**src/rtl/nvm_neuron_core_param.sv**
```systemverilog
// Wishbone bridge to NUM_OF_MACRO X1 synapse macros with one saturating integrate-and-fire
// neuron per macro. Optional leak term is compiled in when NVM_NEURON_LEAK_EN is defined.
module nvm_neuron_core_param #(
    parameter int         NUM_OF_MACRO   = 4,
    parameter int         STIM_W         = 12,
    parameter int         POT_W          = 16,
    parameter int         THRESHOLD_INIT = 100,
    parameter int         LEAK_SHIFT     = 4,
    parameter logic [7:0] MEM_HIGH       = 8'hFF,
    parameter logic [7:0] MEM_LOW        = 8'h00
) (
    input  logic                       wb_clk_i,
    input  logic                       wb_rst_i,
    input  logic                       wbs_stb_i,
    input  logic                       wbs_cyc_i,
    input  logic                       wbs_we_i,
    input  logic [3:0]                 wbs_sel_i,
    input  logic [31:0]                wbs_adr_i,
    input  logic [31:0]                wbs_dat_i,
    output logic [31:0]                wbs_dat_o,
    output logic                       wbs_ack_o,
    input  logic [32*NUM_OF_MACRO-1:0] slave_dat_i,
    input  logic [NUM_OF_MACRO-1:0]    slave_ack_i,
    output logic                       slave_stb_o,
    output logic                       slave_cyc_o,
    output logic                       slave_we_o,
    output logic [32*NUM_OF_MACRO-1:0] slave_dat_o,
    output logic [1:0]                 fsm_state
);

    // Handshake: a master request (stb&cyc) is held until the single-cycle wbs_ack_o pulse;
    // the edge that ends the ack cycle is the one that commits writes and integration.
    typedef enum logic [1:0] {
        IDLE      = 2'd0,
        SYN_WAIT  = 2'd1,
        SYN_DONE  = 2'd2,
        LOCAL_ACK = 2'd3
    } state_t;

    localparam logic [3:0] REG_SYN    = 4'h0;
    localparam logic [3:0] REG_STATUS = 4'h1;
    localparam logic [3:0] REG_PIC    = 4'h2;
    localparam logic [3:0] REG_THR    = 4'h3;

    localparam logic signed [POT_W:0] V_MAX = {2'b00, {(POT_W-1){1'b1}}};
    localparam logic signed [POT_W:0] V_MIN = {2'b11, {(POT_W-1){1'b0}}};

    state_t                    state;
    logic [3:0]                region;
    logic [3:0]                local_region;
    logic [NUM_OF_MACRO-1:0]   ack_seen;
    logic [NUM_OF_MACRO-1:0]   connection;
    logic [NUM_OF_MACRO-1:0]   conn_next;
    logic                      all_acked;
    logic signed [POT_W-1:0]   v     [NUM_OF_MACRO];
    logic signed [POT_W-1:0]   v_int [NUM_OF_MACRO];
    logic signed [POT_W-1:0]   threshold;
    logic [NUM_OF_MACRO-1:0]   spike;
    logic [15:0]               pic_cnt;
    logic signed [POT_W:0]     mag;
    logic signed [POT_W:0]     stim;
    logic [31:0]               local_rdata;
    logic                      unused;

    assign unused = ^{wbs_sel_i, wbs_adr_i, slave_dat_i, wbs_dat_i, 32'(LEAK_SHIFT)};

    assign region    = wbs_adr_i[15:12];
    assign fsm_state = state;

    assign slave_stb_o = (state == SYN_WAIT) && wbs_stb_i;
    assign slave_cyc_o = (state == SYN_WAIT) && wbs_cyc_i;
    assign slave_we_o  = (state == SYN_WAIT) && wbs_we_i;

    always_comb begin
        slave_dat_o = '0;
        for (int k = 0; k < NUM_OF_MACRO; k++) begin
            slave_dat_o[32*k +: 32] = {wbs_dat_i[31:8], wbs_dat_i[k] ? MEM_HIGH : MEM_LOW};
        end
    end

    // Connection bit is taken only from a macro's first ack of the transaction.
    always_comb begin
        conn_next = connection;
        for (int k = 0; k < NUM_OF_MACRO; k++) begin
            if (slave_ack_i[k] && !ack_seen[k]) begin
                conn_next[k] = slave_dat_i[32*k];
            end
        end
    end

    assign all_acked = &(ack_seen | slave_ack_i);

    assign mag  = {{(POT_W+1-STIM_W){1'b0}}, wbs_dat_i[STIM_W-1:0]};
    assign stim = wbs_dat_i[20] ? -mag : mag;

    function automatic logic signed [POT_W-1:0] sat(input logic signed [POT_W:0] x);
        if (x > V_MAX) begin
            return V_MAX[POT_W-1:0];
        end else if (x < V_MIN) begin
            return V_MIN[POT_W-1:0];
        end
        return x[POT_W-1:0];
    endfunction

    always_comb begin
        for (int k = 0; k < NUM_OF_MACRO; k++) begin
            v_int[k] = v[k];
`ifdef NVM_NEURON_LEAK_EN
            v_int[k] = sat({v[k][POT_W-1], v[k]} - {v[k][POT_W-1], (v[k] >>> LEAK_SHIFT)}
                           + (connection[k] ? stim : '0));
`else
            if (connection[k]) begin
                v_int[k] = sat({v[k][POT_W-1], v[k]} + stim);
            end
`endif
        end
    end

    always_comb begin
        local_rdata = '0;
        case (region)
            REG_STATUS: local_rdata = {pic_cnt, 16'(spike)};
            REG_THR:    local_rdata = 32'(threshold);
            default:    local_rdata = '0;
        endcase
    end

    always_ff @(posedge wb_clk_i) begin
        if (wb_rst_i) begin
            state        <= IDLE;
            wbs_ack_o    <= 1'b0;
            wbs_dat_o    <= '0;
            local_region <= '0;
            ack_seen     <= '0;
            connection   <= '0;
            spike        <= '0;
            pic_cnt      <= '0;
            threshold    <= POT_W'(THRESHOLD_INIT);
            for (int k = 0; k < NUM_OF_MACRO; k++) begin
                v[k] <= '0;
            end
        end else begin
            case (state)
                IDLE: begin
                    wbs_ack_o <= 1'b0;
                    if (wbs_stb_i && wbs_cyc_i) begin
                        local_region <= region;
                        if (region == REG_SYN) begin
                            state      <= SYN_WAIT;
                            ack_seen   <= '0;
                            connection <= '0;
                        end else begin
                            state     <= LOCAL_ACK;
                            wbs_ack_o <= 1'b1;
                            wbs_dat_o <= local_rdata;
                        end
                    end
                end
                SYN_WAIT: begin
                    if (!wbs_cyc_i) begin
                        state    <= IDLE;
                        ack_seen <= '0;
                    end else begin
                        ack_seen   <= ack_seen | slave_ack_i;
                        connection <= conn_next;
                        if (all_acked) begin
                            state     <= SYN_DONE;
                            wbs_ack_o <= 1'b1;
                            wbs_dat_o <= 32'(conn_next);
                        end
                    end
                end
                SYN_DONE: begin
                    wbs_ack_o <= 1'b0;
                    wbs_dat_o <= '0;
                    ack_seen  <= '0;
                    state     <= IDLE;
                    if (!wbs_we_i) begin
                        for (int k = 0; k < NUM_OF_MACRO; k++) begin
                            v[k] <= v_int[k];
                        end
                    end
                end
                LOCAL_ACK: begin
                    wbs_ack_o <= 1'b0;
                    wbs_dat_o <= '0;
                    state     <= IDLE;
                    if (wbs_we_i) begin
                        if (local_region == REG_PIC) begin
                            for (int k = 0; k < NUM_OF_MACRO; k++) begin
                                spike[k] <= (v[k] >= threshold);
                                v[k]     <= '0;
                            end
                            pic_cnt <= pic_cnt + 16'd1;
                        end else if (local_region == REG_THR) begin
                            threshold <= wbs_dat_i[POT_W-1:0];
                        end
                    end
                end
                default: state <= IDLE;
            endcase
        end
    end

endmodule

```
**config.mk**
```make
export PLATFORM = sky130hd
export DESIGN_NAME = nvm_neuron_core_param
export DESIGN_NICKNAME = d
export VERILOG_FILES = /design/src/rtl/nvm_neuron_core_param.sv
export SDC_FILE = /design/constraint.sdc
export NUM_CORES = 1
export LEC_CHECK = 0
export BUFFER_PORTS_ARGS = -buffer_cell sky130_fd_sc_hd__buf_2
export CAP_MARGIN = 20
export CORE_AREA = 2 2 160 162
export DETAILED_ROUTE_END_ITERATION = 6
export DIE_AREA = 0 0 162 164
export GPL_ROUTABILITY_DRIVEN = 0
export PLACE_DENSITY = 0.74
export SETUP_SLACK_MARGIN = 0.3
export SYNTH_ARGS = -nofsm -noshare
export SYNTH_HDL_FRONTEND = slang
export SYNTH_SLANG_ARGS = --single-unit
```
**constraint.sdc**
```tcl
create_clock -name wb_clk_i -period 4.3 [get_ports wb_clk_i]
set_input_delay 0.215 -clock wb_clk_i [delete_from_list [all_inputs] [get_ports wb_clk_i]]
set_output_delay 0.215 -clock wb_clk_i [all_outputs]
set_load 0.05 [all_outputs]
```
==> results of run 1 <==
where the power goes:
part / internal, mW / switching, mW / leakage, nW
logic: 0.379 / 0.738 / 4.13
registers: 1.47 / 0.0390 / 1.26
clock network: 0.826 / 0.696 / 0.290
stage by stage:
step,setup WS (ns),setup TNS [ns]
after global placement,-0.01062,-0.01170
after detailed placement,-0.07772,-0.8347
after global routing,0.2851,0
after CTS,0.3365,0
final,0.4657,0
after floorplan,0.3828,0
per-layer routing:
metal  track usage [%]  vias up  wire length [um]
li1                  -     5060                 -
met1             29.95     4853             14040
met2             40.27      380             15080
met3             4.621       72              2347
met4             9.694        0              1104
met5                 0        -                 0
worst max path at each step:
stage            startpoint  slack [ns]       end  depth (start not counted)
2_1_floorplan  wbs_dat_i[2]        0.38  v[3][12]                         14
3_3_place_gp   wbs_dat_i[2]       -0.01   v[2][3]                         16
3_5_place_dp   wbs_dat_i[2]       -0.08  v[2][11]                         16
4_1_cts        wbs_dat_i[2]        0.34  v[2][11]                         16
5_1_grt        wbs_dat_i[2]        0.29  v[2][10]                         16
6_report       wbs_dat_i[2]        0.47  v[2][11]                         16
flip-flops by register name (all words and copies together), names as in the netlist:
register and count:
ack_seen 4, wbs_ack_o 1, spike 4, local_region 4, fsm_state 2, connection 4
wbs_dat_o 32, v 64, threshold 16, pic_cnt 16
placed cells by master (no fill, tap or decap), types with 32 or more instances in the layout:
cell      netlist  layout
a21oi_1       130     130
buf_2           1     139
buf_4         131      40
dfxtp_1       115     115
edfxtp_1       32      32
ha_1          135     135
inv_1          67      67
nand2_1       121     121
nand3_1        47      47
nor2_1         93      93
o21ai_0       103     103
xnor2_1        38      35
critical path: stages:
cell and delay [ns]:
buf_2 0.10, or4_4 0.54, or2_2 0.33, o41ai_2 0.31, xnor2_2 0.21, buf_4 0.18
ha_1 0.31, a211oi_1 0.23, nand2_1 0.11, a41oi_1 0.28, o221ai_1 0.19, and2_1 0.21
o31a_1 0.29, a22oi_2 0.21, buf_12 0.17, o21ai_0 0.10
logic make-up after synthesis:
| kind of cell | after synthesis |
|---|---|
| AOI/OAI and AO/OA | 408 |
| xor gates and xnor gates | 69 |
| adders and majority gates | 155 |
| buffers and inverters | 239 |
| DFF | 147 |
| muxes | 14 |
| and+or+nand+nor | 390 |
cell type report:
class | instances | area [um^2] | share of cell area (%)
repair buffers | 182 | 1056 | 8.293
multi-input cells | 1036 | 7159 | 56.22
diodes | 1 | 2.502 | 0.01965
clock buffers | 17 | 425.4 | 3.341
well taps | 330 | 412.9 | 3.243
clock inverters | 15 | 162.7 | 1.277
flip-flops and latches | 147 | 3263 | 25.63
inverters | 67 | 251.5 | 1.975
==> PnR_summary.wiki, run 1 <==
{| class="wikitable"
! Metric !! Value
|-
| Run status || completed
|-
| Clock Latency Late Sink || 0.44 ns
|-
| Number of enable flip-flop cells after synthesis || 32
|-
| Number of hold-repair buffers added at the cts stage || 0
|-
| Synthesized flop and latch total || 147
|-
| Worst reg-to-reg path cell count || 12
|-
| RSZ-0062 raised after global routing || no
|-
| Layout Cells excl Fill || 1,795
|-
| Number of rows in the core area || 58
|-
| Share of the synthesized area in compound gates (AO/OA/AOI/OAI) || 21.91%
|-
| Worst hold-check slack || 0.03394 ns
|-
| Clock period minus final worst setup slack || 3.834 ns
|-
| Placed cell areas || 0.01210 mm^2
|-
| Leakage power summed over all cells || 5.685 nW
|-
| TritonCTS clock tree || yes
|-
| Per-cell routed wire length || 18.15 um
|-
| Routed vias || 10.37k
|-
| Num Clock Sinks || 147
|-
| Dpl hpwl || 24,250 um
|-
| Initial DRT Pass Iterations || 5
|-
| Worst hold path stage count || 3
|-
| Design area || 0.01273 mm^2
|-
| Type of the tightest min-delay check || input port to register
|-
| Arrival time of the worst setup path || 4.01 ns
|-
| Die boundary height || 164 um
|-
| Share of post-route cells with drive strength above 1 || 16.33%
|-
| Critical Path RT || 4.48 ns
|-
| Resized cells post-CTS || 0
|-
| Level count of the clock H-tree || 4
|-
| Critical Path End Type || register
|-
| R2R Path Start || v[0][0]
|-
| Yosys warnings || 0
|-
| Number of violations reported at the end of detailed-routing iteration 0 || 898
|-
| Worst setup skew after layout || 0.01023 ns
|-
| Combinational family with the most area after synthesis || compound AO/OA/AOI/OAI gates
|-
| Overall die area || 0.02657 mm^2
|-
| Via count of the first global-routing pass || 9,410
|-
| Beginning of the worst hold path || slave_ack_i[3]
|-
| Gate Count Post-Synth || 1,422
|-
| Wire length reported by the detailed router || 32,570 um
|-
| GRT overflow || 0
|-
| Most used standard cell by instance count after synthesis || ha_1
|-
| Max_slew headroom || 32.89%
|-
| Remaining antenna violation count || 0
|-
| Global-route wire length before repair || 49,830 um
|-
| Worst Tran Pin Value || 1.003 ns
|-
| Post-layout nets || 1,795
|-
| Max Fanout on Critical Path || 15
|-
| Final period util || 89.17%
|-
| Largest cells by area after synthesis || dfxtp_1 20%, ha_1 14%, buf_4 8.4%
|-
| Total of buffers placed on input and output ports || 139
|-
| Top cell types by occurrence after synthesis || 135 x ha_1, 131 x buf_4, 130 x a21oi_1, 121 x nand2_1, 115 x dfxtp_1
|-
| Number of buffers on the longest clock path || 2
|-
| Mean area per synthesized cell || 8.273 um^2
|-
| Total global-route track usage || 23.85%
|-
| Areal power density over the cells || 325.6 mW/mm^2
|-
| Top-level I/O count || 371
|-
| Sequential element share of the synthesized area || 27.74%
|-
| Synth async-reset ratio || 0%
|-
| Flip-flop cell with the highest count after synthesis || dfxtp_1
|-
| Syn-to-layout area delta || 8.243%
|-
| Number of max-capacitance violations reported || 0
|-
| Mux share of post-synthesis cell area || 1.202%
|-
| Final-report max-slew violation count || 0
|-
| Reg-to-reg critical path endpoint || v[0][12]
|-
| Clock edge transition at the registers on the reported setup and hold paths || 0.07 ns
|-
| Maximum operating frequency || 260.8 MHz
|-
| Basic-gate share of the synthesized area counting and, or, nand and nor cells || 15.72%
|-
| Synth Net Count || 1,766
|-
| Dpl cells || 1,762
|-
| Vias/cell || 5.774
|-
| Synthesized-area fraction occupied by adder cells || 16.40%
|-
| Yosys cell types || 69
|-
| Area inside the core boundary || 0.02482 mm^2
|-
| Filler cell count || 2,320
|-
| Synthesized cell area || 0.01176 mm^2
|-
| Total power || 4.146 mW
|-
| Hold-critical path endpoint || ack_seen[3]
|-
| Final count of negative-setup-slack endpoints || 0
|-
| Critical Setup Path Class || input port to register
|-
| Number of buffers added by the clock tree synthesis step || 17
|-
| Pin count of the biggest net entering global routing || 63
|-
| Initial cell density of the core || 47.40%
|-
| Number of antenna violations at the first check in global routing || 0
|-
| Worst VDD drop || 250.7 uV
|-
| Cell type contributing the most total cell area after synthesis || dfxtp_1
|-
| Post-CTS Setup Bufs || 0
|-
| Startpoint class of the critical path || input port
|-
| Drt drc || 0
|-
| Xor and xnor area share after synthesis || 5.137%
|-
| Core occupancy in the finished layout || 51.31%
|-
| Die X-Extent || 162 um
|-
| Setup slack of the worst register-to-register path || 1.15 ns
|-
| Final count of hold timing violations || 0
|-
| Area share of the largest cell type after synthesis || 19.57%
|-
| Clock tree root driver cell || clkbuf_16
|}
Power figures use the tool's default switching activity.
==> run 2, diff against run 1 <==
--- a/config.mk
+++ b/config.mk
@@ -7,11 +7,13 @@
 export LEC_CHECK = 0
 export BUFFER_PORTS_ARGS = -buffer_cell sky130_fd_sc_hd__buf_2
 export CAP_MARGIN = 20
-export CORE_AREA = 2 2 160 162
+export CELL_PAD_IN_SITES_DETAIL_PLACEMENT = 1
+export CELL_PAD_IN_SITES_GLOBAL_PLACEMENT = 1
+export CORE_AREA = 2 2 190 192
 export DETAILED_ROUTE_END_ITERATION = 6
-export DIE_AREA = 0 0 162 164
+export DIE_AREA = 0 0 192 194
 export GPL_ROUTABILITY_DRIVEN = 0
-export PLACE_DENSITY = 0.74
+export PLACE_DENSITY = 0.72
 export SETUP_SLACK_MARGIN = 0.3
 export SYNTH_ARGS = -nofsm -noshare
 export SYNTH_HDL_FRONTEND = slang
==> run 2 against run 1 <==
Net effect: setup slack better by 0.0020 ns; sequential cell count unchanged; global-route usage down 3.6 points; power up 3.0%; clock skew about the same; sequential share of layout area down 0.53 points; cell count up 7.5%; combinational power up 4%; design area up 2.1%; maximum frequency about the same; clock-buffer cell count up 2.
==> PnR_summary.wiki, run 2 (synthesis results as in run 1) <==
{| class="wikitable"
! Metric !! Value
|-
| Global-route wire length before repair || 58,800 um (+18%)
|-
| Dpl hpwl || 28,940 um (+19%)
|-
| Total of buffers placed on input and output ports || 139 (unchanged)
|-
| Initial cell density of the core || 33.40% (-14 points)
|-
| Area inside the core boundary || 0.03522 mm^2 (+42%)
|-
| Ordered list of cells on the worst path || buf_2, or4_4, or2_2, o21ai_1, xnor2_2, ha_1, a41oi_1, o21ai_0, a21o_1, a31o_2, a221oi_1, xnor2_1, buf_4, maj3_1, a211oi_1
|-
| Num Clock Sinks || 147 (unchanged)
|-
| Post-layout nets || 1,799 (+0.22%)
|-
| Level count of the clock H-tree || 4 (unchanged)
|-
| Core occupancy in the finished layout || 36.92% (-14 points)
|-
| TritonCTS clock tree || yes
|-
| Die X-Extent || 192 um (+19%)
|-
| Startpoint class of the critical path || input port
|-
| Overall die area || 0.03725 mm^2 (+40%)
|-
| Crit path max-delay family || compound AO/OA/AOI/OAI gates
|-
| Worst VDD drop || 382.6 uV (+53%)
|-
| Most common library cell in the layout ignoring fill and taps || buf_2
|-
| Run status || completed
|-
| Initial DRT Pass Iterations || 5 (unchanged)
|-
| Areal power density over the cells || 328.5 mW/mm^2 (+0.89%)
|-
| Pin count of the biggest net entering global routing || 63 (unchanged)
|-
| Arrival time of the worst setup path || 4.16 ns (+0.15 ns)
|-
| Number of buffers added by the clock tree synthesis step || 17 (unchanged)
|-
| Critical Setup Path Class || input port to register
|-
| Worst setup skew after layout || 0.01063 ns (+0.0003979 ns)
|-
| Final count of negative-setup-slack endpoints || 0 (unchanged)
|-
| Clock Latency Late Sink || 0.44 ns (about the same)
|-
| Number of buffers on the longest clock path || 2 (unchanged)
|-
| Type of the tightest min-delay check || input port to register
|-
| Maximum operating frequency || 260.9 MHz (about the same)
|-
| Register containing the most flip-flops in the final layout || v
|-
| Critical Path End Type || register
|-
| Critical Path RT || 4.63 ns (+0.15 ns)
|-
| Clock edge transition at the registers on the reported setup and hold paths || 0.06 ns (about the same)
|-
| Final period util || 89.12% (about the same)
|-
| Drt drc || 0 (unchanged)
|-
| Worst Tran Pin Value || 0.9148 ns (-0.08815 ns)
|-
| Number of rows in the core area || 69 (+19%)
|-
| Most frequent cells in the layout || 139 x buf_2, 134 x ha_1, 130 x a21oi_1
|-
| Max Fanout on Critical Path || 16 (+1)
|-
| Clock period minus final worst setup slack || 3.832 ns (-0.001996 ns)
|-
| Number of violations reported at the end of detailed-routing iteration 0 || 721 (-20%)
|-
| Clock tree root driver cell || clkbuf_16
|-
| Total buffers and inverters traversed by the critical path || 2 (-1)
|-
| GRT overflow || 0 (unchanged)
|-
| Routed vias || 10.51k (+1.4%)
|-
| Number of antenna violations at the first check in global routing || 0 (unchanged)
|-
| Number of max-capacitance violations reported || 0 (unchanged)
|-
| Critical-path top delay cell || or4_4
|-
| Total power || 4.271 mW (+3.0%)
|-
| Slowest cell delay on critical path || 0.58 ns (+0.04 ns)
|-
| Largest registers in the final layout || v: 64 flops, wbs_dat_o: 32 flops
|-
| Number of hold-repair buffers added at the cts stage || 0 (unchanged)
|-
| Total global-route track usage || 20.25% (-3.6 points)
|-
| Per-cell routed wire length || 19.85 um (+9.4%)
|-
| Leakage power summed over all cells || 5.737 nW (+0.91%)
|-
| Final-report max-slew violation count || 0 (unchanged)
|-
| Share of post-route cells with drive strength above 1 || 16.50% (+0.17 points)
|-
| Final count of hold timing violations || 0 (unchanged)
|-
| Wire length reported by the detailed router || 38,290 um (+18%)
|-
| RSZ-0062 raised after global routing || yes
|-
| Max FFs per register || 64 (unchanged)
|-
| Vias/cell || 5.446 (-5.7%)
|-
| Die boundary height || 194 um (+18%)
|-
| Via count of the first global-routing pass || 10.53k (+12%)
|-
| Max_slew headroom || 38.58% (+5.7 points)
|-
| Top-level I/O count || 371 (unchanged)
|-
| Syn-to-layout area delta || 10.54%
|-
| Remaining antenna violation count || 0 (unchanged)
|}
## run 2: final cells by class
cell class,instances,area [um^2]
clock inverters,12,153.9
well taps,461,576.8
repair buffers,186,1119
multi-input cells,1036,7183
diodes,1,2.502
inverters,67,251.5
fillers,4227,22220
clock buffers,19,454.2
flip-flops and latches,147,3263
## run 2: power breakdown
part	switching, mW	leakage (nW)	internal, mW
sequential	0.0367	1.26	1.47
clock	0.661	0.299	0.947
combinational	0.769	4.18	0.390
total	1.47	5.74	2.80
## run 2: routing by layer
metal  part of all wire, %  GRT usage [%]  routed length, um  up-vias
met5                     0              0                  0        -
met4                   2.4          6.446                911        0
met3                   4.1          2.697               1574       46
met2                    49          35.08              18720      230
met1                    45          25.86              17080     5163
li1                      -              -                  -     5066
## run 2: through the flow
step	hold slack, ns	cells	instance area (um^2)	setup slack, ns	TNS [ns]
after floorplan	0.3544	1422	11770	0.3828	0
after global routing	0.05030	1928	13000	0.2677	0
after CTS	0.03188	1927	12940	0.3270	0
final	0.04136	1929	13000	0.4677	0
after detailed placement	0.4308	1896	12320	-0.1553	-0.6132
after global placement	0.4308	1895	12290	-0.008933	-0.02231
## run 2: timing repair
item                                    4_1_cts  5_1_grt
endpoints found under the setup margin        2       36
setup buffers                                 0        0
resized for setup                             2        8
## run 2: path summary, 6_finish.rpt
path,from,to,slack (ns),cells past startpoint
hold reg to reg,wbs_dat_o[6],wbs_dat_o[6],0.45,2
setup reg to reg,v[0][0],v[0][2],0.95,12
setup / recovery,wbs_dat_i[2],v[3][1],0.47,15
hold / removal,slave_ack_i[3],ack_seen[3],0.04,3
## run 2: tightest hold or removal path, delay by kind of cell
kind	cells	cell delay, ns
AO/OA/AOI/OAI	1	0.06
AND/OR/NAND/NOR	1	0.07
buffers and inverters	1	0.09
==> run 3, diff against run 2 <==
--- a/config.mk
+++ b/config.mk
@@ -5,15 +5,16 @@
 export SDC_FILE = /design/constraint.sdc
 export NUM_CORES = 1
 export LEC_CHECK = 0
+export ABC_AREA = 1
 export BUFFER_PORTS_ARGS = -buffer_cell sky130_fd_sc_hd__buf_2
 export CAP_MARGIN = 20
 export CELL_PAD_IN_SITES_DETAIL_PLACEMENT = 1
 export CELL_PAD_IN_SITES_GLOBAL_PLACEMENT = 1
-export CORE_AREA = 2 2 190 192
+export CORE_AREA = 2 2 195 197
 export DETAILED_ROUTE_END_ITERATION = 6
-export DIE_AREA = 0 0 192 194
+export DIE_AREA = 0 0 197 199
 export GPL_ROUTABILITY_DRIVEN = 0
-export PLACE_DENSITY = 0.72
+export PLACE_DENSITY = 0.74
 export SETUP_SLACK_MARGIN = 0.3
 export SYNTH_ARGS = -nofsm -noshare
 export SYNTH_HDL_FRONTEND = slang
==> run 3 against run 2 <==
Net effect: clock skew fell by 0.0016 ns; clock power barely moved; cell count rose by 18%; die area rose by 5.2%; synthesized cell count rose by 24%; highest routed layer unchanged; wire length rose by 8.1%; maximum frequency rose by 4.9%; critical path depth rose by 1; first-iteration DRC count fell by 14%; sequential power rose by 5%.
==> PnR_summary.wiki, run 3 <==
{| class="wikitable"
! Metric !! Value
|-
| Run status || completed
|-
| Synth async-reset ratio || 0% (unchanged)
|-
| RSZ-0062 raised after global routing || no
|-
| Number of buffers added by the clock tree synthesis step || 17 (unchanged)
|-
| Synth Net Count || 2,108 (+19%)
|-
| Clock edge transition at the registers on the reported setup and hold paths || 0.07 ns (about the same)
|-
| Clock tree root driver cell || clkbuf_16
|-
| Top cell types by occurrence after synthesis || 412 x nand2_1, 193 x a21oi_1, 180 x inv_1, 135 x ha_1, 130 x buf_4
|-
| Die X-Extent || 197 um (+2.6%)
|-
| Number of buffers on the longest clock path || 2 (unchanged)
|-
| Aggregate negative setup slack || 0 ns (unchanged)
|-
| R2R Path Start || v[2][0]
|-
| Core occupancy in the finished layout || 36.05% (-0.87 points)
|-
| Drt drc || 0 (unchanged)
|-
| Remaining antenna violation count || 0 (unchanged)
|-
| Setup slack of the worst register-to-register path || 1.42 ns (+0.47 ns)
|-
| Gate Count Post-Synth || 1,764 (+24%)
|-
| GRT overflow || 0 (unchanged)
|-
| Number of enable flip-flop cells after synthesis || 32 (unchanged)
|-
| Post-layout nets || 2,124 (+18%)
|-
| Most common library cell in the layout ignoring fill and taps || nand2_1
|-
| Overall die area || 0.03920 mm^2 (+5.2%)
|-
| Most used standard cell by instance count after synthesis || nand2_1
|-
| Global-route wire length before repair || 65,100 um (+11%)
|-
| Fin worst setup slack || 0.6480 ns (+0.1803 ns)
|-
| Initial DRT Pass Iterations || 5 (unchanged)
|-
| Critical-path top delay cell || xor2_1
|-
| Total global-route track usage || 21.45% (+1.2 points)
|-
| Critical Path End Type || register
|-
| Final count of hold timing violations || 0 (unchanged)
|-
| Crit path max-delay family || simple AND/OR/NAND/NOR gates
|-
| Dpl hpwl || 31,960 um (+10%)
|-
| Number of violations reported at the end of detailed-routing iteration 0 || 621 (-14%)
|-
| Area inside the core boundary || 0.03713 mm^2 (+5.4%)
|-
| Largest registers in the final layout || v: 64 flops, wbs_dat_o: 32 flops
|-
| Number of antenna violations at the first check in global routing || 2 (+2)
|-
| Resized cells post-CTS || 0 (-2)
|-
| Total buffers and inverters traversed by the critical path || 2 (unchanged)
|-
| Wire length reported by the detailed router || 41,380 um (+8.1%)
|-
| Maximum operating frequency || 273.8 MHz (+4.9%)
|-
| Yosys warnings || 0 (unchanged)
|-
| Synthesized flop and latch total || 147 (unchanged)
|-
| Number of hold-repair buffers added at the cts stage || 0 (unchanged)
|-
| Synthesized cell area || 0.01248 mm^2 (+6.1%)
|-
| Final-report max-slew violation count || 0 (unchanged)
|-
| Beginning of the worst hold path || wbs_adr_i[15]
|-
| Ordered list of cells on the worst path || buf_2, inv_1, ha_1, nand3_2, nor4_1, nor2_1, xor2_1, ha_1, a21oi_1, o21ai_0, a21oi_1, nand2_1, xnor2_1, nand2_2, nand2_1, nor2_1
|-
| Final count of negative-setup-slack endpoints || 0 (unchanged)
|-
| Worst Tran Pin Value || 0.9891 ns (+0.07432 ns)
|-
| Setup Slack @ Placement || 0.3097 ns (+0.4650 ns)
|-
| Syn-to-layout area delta || 7.269%
|-
| Cell type contributing the most total cell area after synthesis || dfxtp_1
|-
| Vias/cell || 5.206 (-4.4%)
|-
| Routed vias || 11.81k (+12%)
|-
| Per-cell routed wire length || 18.24 um (-8.1%)
|-
| Critical Setup Path Class || input port to register
|-
| Flip-flop cell with the highest count after synthesis || dfxtp_1
|-
| Post-CTS Setup Bufs || 0 (unchanged)
|-
| Arrival time of the worst setup path || 3.85 ns (-0.31 ns)
|-
| Type of the tightest min-delay check || input port to register
|-
| Sequential element share of the synthesized area || 26.15% (-1.6 points)
|-
| Mean area per synthesized cell || 7.075 um^2 (-14%)
|-
| Clock Latency Late Sink || 0.45 ns (about the same)
|-
| Slowest cell delay on critical path || 0.69 ns (+0.11 ns)
|-
| Worst setup path startpoint || wbs_dat_i[1]
|-
| Total of buffers placed on input and output ports || 139 (unchanged)
|-
| Most frequent cells in the layout || 412 x nand2_1, 193 x a21oi_1, 180 x inv_1
|-
| Die boundary height || 199 um (+2.6%)
|-
| Final period util || 84.93% (-4.2 points)
|-
| Largest cells by area after synthesis || dfxtp_1 18%, ha_1 14%, nand2_1 12%
|-
| Area share of the largest cell type after synthesis || 18.45% (-1.1 points)
|-
| Max Fanout on Critical Path || 13 (-3)
|-
| Max FFs per register || 64 (unchanged)
|-
| Worst VDD drop || 233.9 uV (-39%)
|-
| Number of max-capacitance violations reported || 0 (unchanged)
|-
| Filler cell count || 4,733 (+12%)
|-
| Via count of the first global-routing pass || 12.07k (+15%)
|-
| Startpoint class of the critical path || input port
|-
| Leakage power summed over all cells || 6.480 nW (+13%)
|-
| Register containing the most flip-flops in the final layout || v
|-
| Areal power density over the cells || 355.3 mW/mm^2 (+8.2%)
|-
| Top-level I/O count || 371 (unchanged)
|-
| Worst setup skew after layout || 0.008998 ns (-0.001634 ns)
|-
| Level count of the clock H-tree || 4 (unchanged)
|-
| Yosys cell types || 55 (-20%)
|-
| TritonCTS clock tree || yes
|-
| Clock period minus final worst setup slack || 3.652 ns (-0.1803 ns)
|-
| Critical Path RT || 4.50 ns (-0.13 ns)
|-
| Initial cell density of the core || 33.61% (+0.21 points)
|-
| Pin count of the biggest net entering global routing || 60 (-4.8%)
|-
| Num Clock Sinks || 147 (unchanged)
|-
| Number of rows in the core area || 71 (+2.9%)
|-
| Max_slew headroom || 33.99% (-4.6 points)
|-
| Share of post-route cells with drive strength above 1 || 13.94% (-2.6 points)
|}
[run 3: cells by family after synthesis]
group	Yosys count	synth area share, %
buf+inv	354	15.26
flops	147	26.15
xor+xnor	62	4.472
compound gates	343	15.27
fa+ha+maj	139	14.18
simple gates	719	24.67
[run 3: final cells by class]
| class | instances | area [um^2] | area share [%] |
|---|---|---|---|
| Clock buffer | 24 | 534.3 | 3.991 |
| Tap cell | 474 | 593.1 | 4.430 |
| Timing Repair Buffer | 167 | 905.9 | 6.767 |
| Sequential cell | 147 | 3263 | 24.38 |
| Clock inverter | 8 | 82.58 | 0.6169 |
| Antenna cell | 1 | 2.502 | 0.01869 |
| Multi-Input combinational cell | 1263 | 7315 | 54.64 |
| Inverter | 184 | 690.7 | 5.159 |
[run 3: layer usage]
layer  track usage, %  up-vias  wire length (um)
li1                 -     5744                 -
met1            26.59     5686             18210
met2            37.51      306             19860
met3            3.866       71              2262
met4            7.101        0              1042
met5                0        -                 0
[run 3: final timing paths]
path                           to  cells past startpoint
setup reg to reg          v[2][1]                     14
setup / recovery          v[2][1]                     16
hold reg to reg         wbs_ack_o                      2
hold / removal    local_region[3]                      3
[run 3: stage by stage]
step	std cells	instance area [um^2]	total power, mW	hold slack [ns]
after detailed placement	2235	12770	3.187	0.4308
after floorplan	1764	12480	2.963	0.3454
after global placement	2235	12770	3.141	0.4308
after global routing	2267	13380	4.999	0.01287
final	2268	13390	4.756	0.009997
after CTS	2267	13380	4.779	0.001829
[run 3: tightest hold or removal path: stages]
cell    delay, ns
buf_2        0.09
nor2_1       0.04
nor2_1       0.08
[run 3: report_power, final]
part,internal [mW],total (mW),switching [mW]
sequential,1.51,1.58,0.0649
clock,0.933,1.59,0.657
combinational,0.454,1.59,1.13
